$ cat config.mk
export PLATFORM = sky130hd
export DESIGN_NAME = guess_entry_flat
export DESIGN_NICKNAME = d
export VERILOG_FILES = /design/src/rtl/guess_entry_if.sv /design/src/rtl/guess_entry.sv /design/src/flat_wrapper.sv
export SDC_FILE = /design/constraint.sdc
export NUM_CORES = 1
export LEC_CHECK = 0
export BUFFER_PORTS_ARGS = -buffer_cell sky130_fd_sc_hd__buf_4
export CORE_MARGIN = 2
export CORE_UTILIZATION = 50
export CTS_BUF_LIST = sky130_fd_sc_hd__clkbuf_4 sky130_fd_sc_hd__clkbuf_8
export DETAILED_ROUTE_END_ITERATION = 8
export PLACE_DENSITY = 0.88
export SLEW_MARGIN = 20
export SYNTH_ARGS = -nofsm -noshare
export SYNTH_HDL_FRONTEND = slang
export SYNTH_SLANG_ARGS = --single-unit
$ cat constraint.sdc
create_clock -name clk -period 3 [get_ports clk]
set_clock_uncertainty 0.1 [all_clocks]
set_input_delay 0.6 -clock clk [delete_from_list [all_inputs] [get_ports clk]]
set_output_delay 0.6 -clock clk [all_outputs]
set_load 0.005 [all_outputs]
$ cat src/rtl/guess_entry_if.sv
// guess_entry_if
//   Keyboard strobe bundle plus the downstream valid/ready word channel
//   for the guess_entry front end.
//   key_valid/key_code/key_del/key_enter : keyboard event (master -> slave)
//   word_out/letter_count                : packed word and letter count (slave -> master)
//   guess_valid/guess_ready              : accepted-word handshake
interface guess_entry_if;
    logic        key_valid;
    logic [4:0]  key_code;
    logic        key_del;
    logic        key_enter;
    logic [24:0] word_out;
    logic [2:0]  letter_count;
    logic        guess_valid;
    logic        guess_ready;

    modport master (
        output key_valid, key_code, key_del, key_enter, guess_ready,
        input  word_out, letter_count, guess_valid
    );

    modport slave (
        input  key_valid, key_code, key_del, key_enter, guess_ready,
        output word_out, letter_count, guess_valid
    );
endinterface

$ cat src/rtl/guess_entry.sv
// guess_entry
//   Collects up to five letter keystrokes into a 25-bit packed word (letter k
//   at [5k+4:5k], empty slots zero), handles backspace, and on enter optionally
//   holds the word for the dictionary lookup window before sampling in_db_i.
//   Accepted words are offered downstream via guess_valid/guess_ready, and the
//   number of accepted guesses per game is counted.
//   Optional feature macro: DB_CHECK_EN (dictionary check). Undefined: enter
//   with five letters goes straight to ACCEPT; checking_o/reject_o tie low.
// Ports
//   clk, rst     : clock, asynchronous active-high reset
//   new_game_i   : synchronous clear back to entry, overrides every transition
//   in_db_i      : dictionary hit, sampled when the lookup counter reaches 0
//   bus          : keyboard strobes and downstream word handshake (slave)
//   checking_o   : high while the lookup is in progress
//   reject_o     : one-cycle pulse, word not in dictionary
//   guess_num_o  : accepted guesses this game, saturating at MAX_GUESSES
//   done_o       : high once MAX_GUESSES guesses were accepted
module guess_entry #(
    parameter  int unsigned LOOKUP_CYCLES = 4,
    parameter  int unsigned MAX_GUESSES   = 6,
    localparam int unsigned GW            = $clog2(MAX_GUESSES + 1)
) (
    input  logic          clk,
    input  logic          rst,
    input  logic          new_game_i,
    input  logic          in_db_i,
    guess_entry_if.slave  bus,
    output logic          checking_o,
    output logic          reject_o,
    output logic [GW-1:0] guess_num_o,
    output logic          done_o
);

`ifdef DB_CHECK_EN
    localparam int unsigned LW = (LOOKUP_CYCLES > 1) ? $clog2(LOOKUP_CYCLES) : 1;

    typedef enum logic [1:0] {
        ST_ENTRY,
        ST_CHECK,
        ST_ACCEPT,
        ST_DONE
    } state_t;

    logic [LW-1:0] lk_q, lk_d;
    logic          checking_q, checking_d;
    logic          reject_q, reject_d;
`else
    typedef enum logic [1:0] {
        ST_ENTRY,
        ST_ACCEPT,
        ST_DONE
    } state_t;

    logic unused_in_db;
    assign unused_in_db = in_db_i;
`endif

    state_t        state_q, state_d;
    logic [24:0]   word_q, word_d;
    logic [2:0]    count_q, count_d;
    logic [GW-1:0] num_q, num_d;
    logic          gv_q, gv_d;
    logic          done_q, done_d;
    logic          code_legal;

    assign code_legal = (bus.key_code != 5'd0) && (bus.key_code <= 5'd26);

    always_ff @(posedge clk or posedge rst) begin
        if (rst) begin
            state_q    <= ST_ENTRY;
            word_q     <= '0;
            count_q    <= '0;
            num_q      <= '0;
            gv_q       <= 1'b0;
            done_q     <= 1'b0;
`ifdef DB_CHECK_EN
            lk_q       <= '0;
            checking_q <= 1'b0;
            reject_q   <= 1'b0;
`endif
        end else begin
            state_q    <= state_d;
            word_q     <= word_d;
            count_q    <= count_d;
            num_q      <= num_d;
            gv_q       <= gv_d;
            done_q     <= done_d;
`ifdef DB_CHECK_EN
            lk_q       <= lk_d;
            checking_q <= checking_d;
            reject_q   <= reject_d;
`endif
        end
    end

    always_comb begin
        state_d = state_q;
        word_d  = word_q;
        count_d = count_q;
        num_d   = num_q;
`ifdef DB_CHECK_EN
        lk_d     = lk_q;
        reject_d = 1'b0;
`endif

        case (state_q)
            ST_ENTRY: begin
                // Priority enter > del > letter when strobed together.
                if (bus.key_valid) begin
                    if (bus.key_enter) begin
                        if (count_q == 3'd5) begin
`ifdef DB_CHECK_EN
                            state_d = ST_CHECK;
                            lk_d    = LW'(LOOKUP_CYCLES - 1);
`else
                            state_d = ST_ACCEPT;
`endif
                        end
                    end else if (bus.key_del) begin
                        if (count_q != 3'd0) begin
                            case (count_q)
                                3'd1:    word_d[4:0]   = '0;
                                3'd2:    word_d[9:5]   = '0;
                                3'd3:    word_d[14:10] = '0;
                                3'd4:    word_d[19:15] = '0;
                                3'd5:    word_d[24:20] = '0;
                                default: ;
                            endcase
                            count_d = count_q - 3'd1;
                        end
                    end else if (code_legal && (count_q < 3'd5)) begin
                        case (count_q)
                            3'd0:    word_d[4:0]   = bus.key_code;
                            3'd1:    word_d[9:5]   = bus.key_code;
                            3'd2:    word_d[14:10] = bus.key_code;
                            3'd3:    word_d[19:15] = bus.key_code;
                            3'd4:    word_d[24:20] = bus.key_code;
                            default: ;
                        endcase
                        count_d = count_q + 3'd1;
                    end
                end
            end
`ifdef DB_CHECK_EN
            ST_CHECK: begin
                if (lk_q == '0) begin
                    if (in_db_i) begin
                        state_d = ST_ACCEPT;
                    end else begin
                        // Letters are kept so the user can edit the rejected word.
                        reject_d = 1'b1;
                        state_d  = ST_ENTRY;
                    end
                end else begin
                    lk_d = lk_q - 1'b1;
                end
            end
`endif
            ST_ACCEPT: begin
                if (bus.guess_ready) begin
                    if (num_q < GW'(MAX_GUESSES)) begin
                        num_d = num_q + 1'b1;
                    end
                    word_d  = '0;
                    count_d = '0;
                    state_d = (num_d == GW'(MAX_GUESSES)) ? ST_DONE : ST_ENTRY;
                end
            end
            ST_DONE: begin
            end
            default: state_d = ST_ENTRY;
        endcase

        // new_game overrides whatever the state logic above decided.
        if (new_game_i) begin
            state_d = ST_ENTRY;
            word_d  = '0;
            count_d = '0;
            num_d   = '0;
`ifdef DB_CHECK_EN
            lk_d     = '0;
            reject_d = 1'b0;
`endif
        end

        // Status flags are registered from the next state so they align with it.
        gv_d   = (state_d == ST_ACCEPT);
        done_d = (state_d == ST_DONE);
`ifdef DB_CHECK_EN
        checking_d = (state_d == ST_CHECK);
`endif
    end

    assign bus.word_out     = word_q;
    assign bus.letter_count = count_q;
    assign bus.guess_valid  = gv_q;
    assign guess_num_o      = num_q;
    assign done_o           = done_q;
`ifdef DB_CHECK_EN
    assign checking_o = checking_q;
    assign reject_o   = reject_q;
`else
    assign checking_o = 1'b0;
    assign reject_o   = 1'b0;
`endif

endmodule
$ cat src/flat_wrapper.sv
// flat-port wrapper written by rule: the top's interface ports become plain ports
module guess_entry_flat 
#(
    parameter  int unsigned LOOKUP_CYCLES = 4,
    parameter  int unsigned MAX_GUESSES   = 6,
    localparam int unsigned GW            = $clog2(MAX_GUESSES + 1)
)
  (clk, rst, new_game_i, in_db_i, checking_o, reject_o, guess_num_o, done_o, bus_key_valid, bus_key_code, bus_key_del, bus_key_enter, bus_guess_ready, bus_word_out, bus_letter_count, bus_guess_valid);
  guess_entry_if bus_i ();
  input  logic clk;
  input  logic rst;
  input  logic new_game_i;
  input  logic in_db_i;
  output logic checking_o;
  output logic reject_o;
  output logic [GW-1:0] guess_num_o;
  output logic done_o;
  input wire logic [$bits(bus_i.key_valid)-1:0] bus_key_valid;
  input wire logic [$bits(bus_i.key_code)-1:0] bus_key_code;
  input wire logic [$bits(bus_i.key_del)-1:0] bus_key_del;
  input wire logic [$bits(bus_i.key_enter)-1:0] bus_key_enter;
  input wire logic [$bits(bus_i.guess_ready)-1:0] bus_guess_ready;
  output wire logic [$bits(bus_i.word_out)-1:0] bus_word_out;
  output wire logic [$bits(bus_i.letter_count)-1:0] bus_letter_count;
  output wire logic [$bits(bus_i.guess_valid)-1:0] bus_guess_valid;
  assign bus_i.key_valid = bus_key_valid;
  assign bus_i.key_code = bus_key_code;
  assign bus_i.key_del = bus_key_del;
  assign bus_i.key_enter = bus_key_enter;
  assign bus_i.guess_ready = bus_guess_ready;
  assign bus_word_out = bus_i.word_out;
  assign bus_letter_count = bus_i.letter_count;
  assign bus_guess_valid = bus_i.guess_valid;
  guess_entry #(.LOOKUP_CYCLES(LOOKUP_CYCLES), .MAX_GUESSES(MAX_GUESSES)) u_core (.clk(clk), .rst(rst), .new_game_i(new_game_i), .in_db_i(in_db_i), .bus(bus_i), .checking_o(checking_o), .reject_o(reject_o), .guess_num_o(guess_num_o), .done_o(done_o));
endmodule
==> results.txt <==
----------------------------------------------------
[Synthesis]
  Area share of xor/xnor cells in the synthesized design ... 1.01%
  Sequential share of the synthesized area ... 50.4%
  Ys async rst share ... 100%
  Compound-Gate Fraction of Synth Area ... 7.42%
  Dominant combinational cell family by area after synthesis ... multiplexers
  Most frequently used flop master after synthesis ... dfrtp_1
  Top cells by area, synth ... dfrtp_1 50%, mux2_2 14%, ha_1 5.0%, mux2i_1 4.0%, nand2_1 3.7%
  Number of enable-type register cells in the synthesized netlist ... 0
  Synth Area in Adders ... 5.04%
  Number of warning messages in the yosys log ... 0
  Area share of the largest cell type after synthesis ... between 50% and 60%
  Yosys reg bits ... 35
  Combined area of all synthesized cells ... roughly 1700 um^2
  Fraction of synthesized area in multiplexers ... approximately 18%
  Synth cell types ... 34
  Cell type with the highest aggregate area in the netlist ... dfrtp_1
  Count of mapped cells out of synthesis ... 159
  Per-instance average area after synthesis ... 10.9 um^2
  Basic-gate share of the synthesized area counting and, or, nand and nor cells ... 13.2%

[Power and ir drop]
  Combinational power share ... 32.5%
  Part of the power in registers ... 44.2%
  Sw Share ... about 31%
  Worst supply voltage drop on vdd ... between 200 and 300 uV
  Clock group share of total power ... 23.3%
  Internal Dissipation ... 0.980 mW
  Net Switching ... 0.431 mW
  Ratio of total power to cell area ... roughly 650 nW/um^2
  Leakage power of the design ... 1.12 nW

[Die]
  Height of the chip ... 62.9 um
  Core area ... 3340 um^2
  Initial cell density of the core ... 52.0%
  I/O pin count ... 48
  Die Footprint ... between 3000 and 4000 um^2
  Number of standard-cell rows in the floorplan ... 21
  Horiz. Die Dim ... 62.9 um

[Clock tree]
  Clock latency at the later pin of the worst-skew pair ... 0.34 ns
  Hold Buf Count CTS ... 0
  Post_cts resized ... 0
  Clock-pin transition on the worst setup and hold timing paths ... ~0.10 ns
  Number of H-tree levels ... 2
  Clock tree from TritonCTS ... yes
  Post-CTS setup-driven buffer insertion count ... 0
  Number of CTS-inserted buffers ... 5
  # clock sinks ... 35
  Maximum number of buffers from clock root to sink ... 2
  Clock root buffer master ... clkbuf_4

[Timing]
  Max-slew violations ... 0
  Share of the clock period used by the worst path ... 82.3%
  Fmax ... 405 MHz
  Final hold violation count ... 0
  Fin Setup TNS ... 0 ns
  Count of final setup violators ... 0
  Final critical-path required period ... 2.47 ns
  Setup repair after global routing missed its margin ... no
  Headroom to the max-slew limit ... between 60 and 70%
  Actual slew at the worst max-slew pin ... 0.589 ns

[Worst setup path]
  Crit path kind ... reg2reg
  Category of the worst setup path capture point ... register
  Critical path peak fanout ... 10
  Worst path cell trace ... inv_1, ha_1, nand3b_1, a211oi_1, a211oi_2, nand2_1, mux2_2
  Data required, critical path ... 3.12 ns
  Critical path's slowest cell ... a211oi_2
  Kind of start point of the critical path ... register
  Internal reg-to-reg setup slack ... between 0.5 and 0.6 ns
  Cell count of the worst reg-to-reg path ... 7
  Critical Path AT ... 2.59 ns
  Worst path max stage delay ... 0.50 ns

[Placement]
  Count of input and output buffers ... 44
  HPWL reported at the end of detailed placement ... ~2.6 mm
  Number of placed instances, taps included ... 245
  Routability-driven placement congestion ratio ... 0.761

[GRT]
  Pin count of the biggest net entering global routing ... 36
  Global-route wire length before repair ... roughly 6.0 mm
  Number of antenna violations at the first check in global routing ... 0
  Global route overflow ... 0
  Number of global-route vias before repair ... 1268
  Global-route usage over all layers ... 20.0%

[Route]
  Number of nets with antenna violations after routing ... 0
  Vias per std cell ... 5.29
  Routed via count ... 1332
  Pre-Repair DR Iteration Count ... 4
  Met2 wirelength from detailed routing ... 1.86 mm
  Post-route DRC ... 0
  Uppermost signal routing layer after detailed routing ... met4
  Total length of routed met3 wires ... 162 um
  Total Routed Length ... 3.58 mm
  Initial detailed-routing violation count ... 72
  Post-DR wirelength/cell ... 14.2 um
  Routed length on met1 ... 1.49 mm

[Layout]
  Final Instance Count excl. Fillers ... 252
  Combined area of the multi-input logic cells ... 788 um^2
  Number of filler cells placed in the layout ... 260
  Number of nets in the final layout ... 226
  Reg area ... 876 um^2
  Antenna Cells ... 0
  Relative area change from synthesis to final layout ... 25.5%
  Share of final-layout standard cells stronger than drive strength 1 ... between 30 and 40%

[Flow run]
  Max-cap violation count ... 0

[Hold path]
  Type of the worst min-delay path ... in2async

[Status]
  Run status ... finished clean

----------------------------------------------------
[through the flow]
stage | instance area [um^2] | total power, mW | hold slack (ns) | utilization, % | worst slack, ns
after global routing | 2180 | 1.50 | 0.292 | 65.3 | 0.391
after global placement | 2100 | 1.07 | 0.389 | 63.1 | 0.303
after detailed placement | 2100 | 1.09 | 0.395 | 63.1 | 0.268
after floorplan | 1740 | 0.881 | 0.404 | - | 0.593
final | 2180 | 1.41 | 0.258 | 65.3 | 0.531
after CTS | 2180 | 1.42 | 0.271 | 65.3 | 0.553
[critical path: cells and delay by family (launching register included)]
kind / cells / cell delay, ns
DFF: 1 / 0.45
AOI/OAI and AO/OA: 2 / 0.60
adders and majority gates: 1 / 0.25
muxes: 1 / 0.36
and+or+nand+nor: 2 / 0.47
buffers and inverters: 1 / 0.13
[per-layer routing]
metal  GRT usage (%)  vias up
li1                -      637
met5               0        -
met3            5.05        5
met1            24.0      651
met2            33.1       39
met4            10.0        0
[layout by cell type, fill, tap and decap left out, types with 2 or more instances in the layout]
master,count
a21oi_1,7
and2_1,3
buf_4,45
clkbuf_4,6
conb_1,2
dfrtp_1,35
ha_1,7
inv_1,12
mux2_2,22
mux2i_1,7
nand2_1,17
nand2b_1,2
nand3_1,3
nor2_1,4
nor2b_1,2
nor3_1,6
o21ai_0,10
[Yosys cell counts, types with 2 or more instances]
library cell  count
nand3_1           3
nand2_1          17
buf_4             2
nor3_1            6
nand2b_1          2
ha_1              7
nor2b_1           2
inv_1            12
nor2_1            4
mux2i_1           7
and2_1            3
clkbuf_1          2
mux2_2           22
a21oi_1           7
o21ai_0          10
dfrtp_1          35
[cell families (layout without fill, tap and decap cells)]
logic type / after synthesis / count (layout)
buffers and inverters: 18 / 64
adder cells (fa/ha/maj): 7 / 7
other: 1 / 2
AND/OR/NAND/NOR: 45 / 45
XOR/XNOR: 2 / 2
AO/OA/AOI/OAI: 22 / 22
multiplexers: 29 / 29
flip-flops: 35 / 35
[power groups by stage]
| stage | clock [mW] | combinational [mW] | sequential (mW) |
|---|---|---|---|
| after CTS | 0.337 | 0.462 | 0.625 |
| after detailed placement | 0 | 0.456 | 0.633 |
| after floorplan | 0 | 0.263 | 0.618 |
| after global placement | 0 | 0.442 | 0.627 |
| final | 0.329 | 0.458 | 0.624 |
| after global routing | 0.360 | 0.507 | 0.637 |
[final cells by class]
type / instances / area share [%]
clock inverters: 1 / 1.38
multi-input cells: 107 / 36.2
clock buffers: 6 / 2.07
flip-flops and latches: 35 / 40.2
inverters: 12 / 2.07
repair buffers: 45 / 15.5
well taps: 46 / 2.64
[path summary, 6_finish.rpt]
path                                            to                       start
min in group clk           u_core.bus.word_out[22]     u_core.bus.word_out[22]
max in group asynchronous  u_core.bus.word_out[17]                         rst
setup reg to reg           u_core.bus.word_out[20]  u_core.bus.letter_count[0]
setup / recovery           u_core.bus.word_out[20]  u_core.bus.letter_count[0]
hold reg to reg            u_core.bus.word_out[22]     u_core.bus.word_out[22]
hold / removal              u_core.bus.word_out[0]                         rst
[state kept, by name, summed over array words and instances, names as in the netlist]
| register | count |
|---|---|
| u_core.bus.guess_valid | 1 |
| u_core.bus.word_out | 25 |
| u_core.bus.letter_count | 3 |
| u_core.guess_num_o | 3 |
| u_core.state_q | 2 |
| u_core.done_o | 1 |
Power figures use the tool's default switching activity.
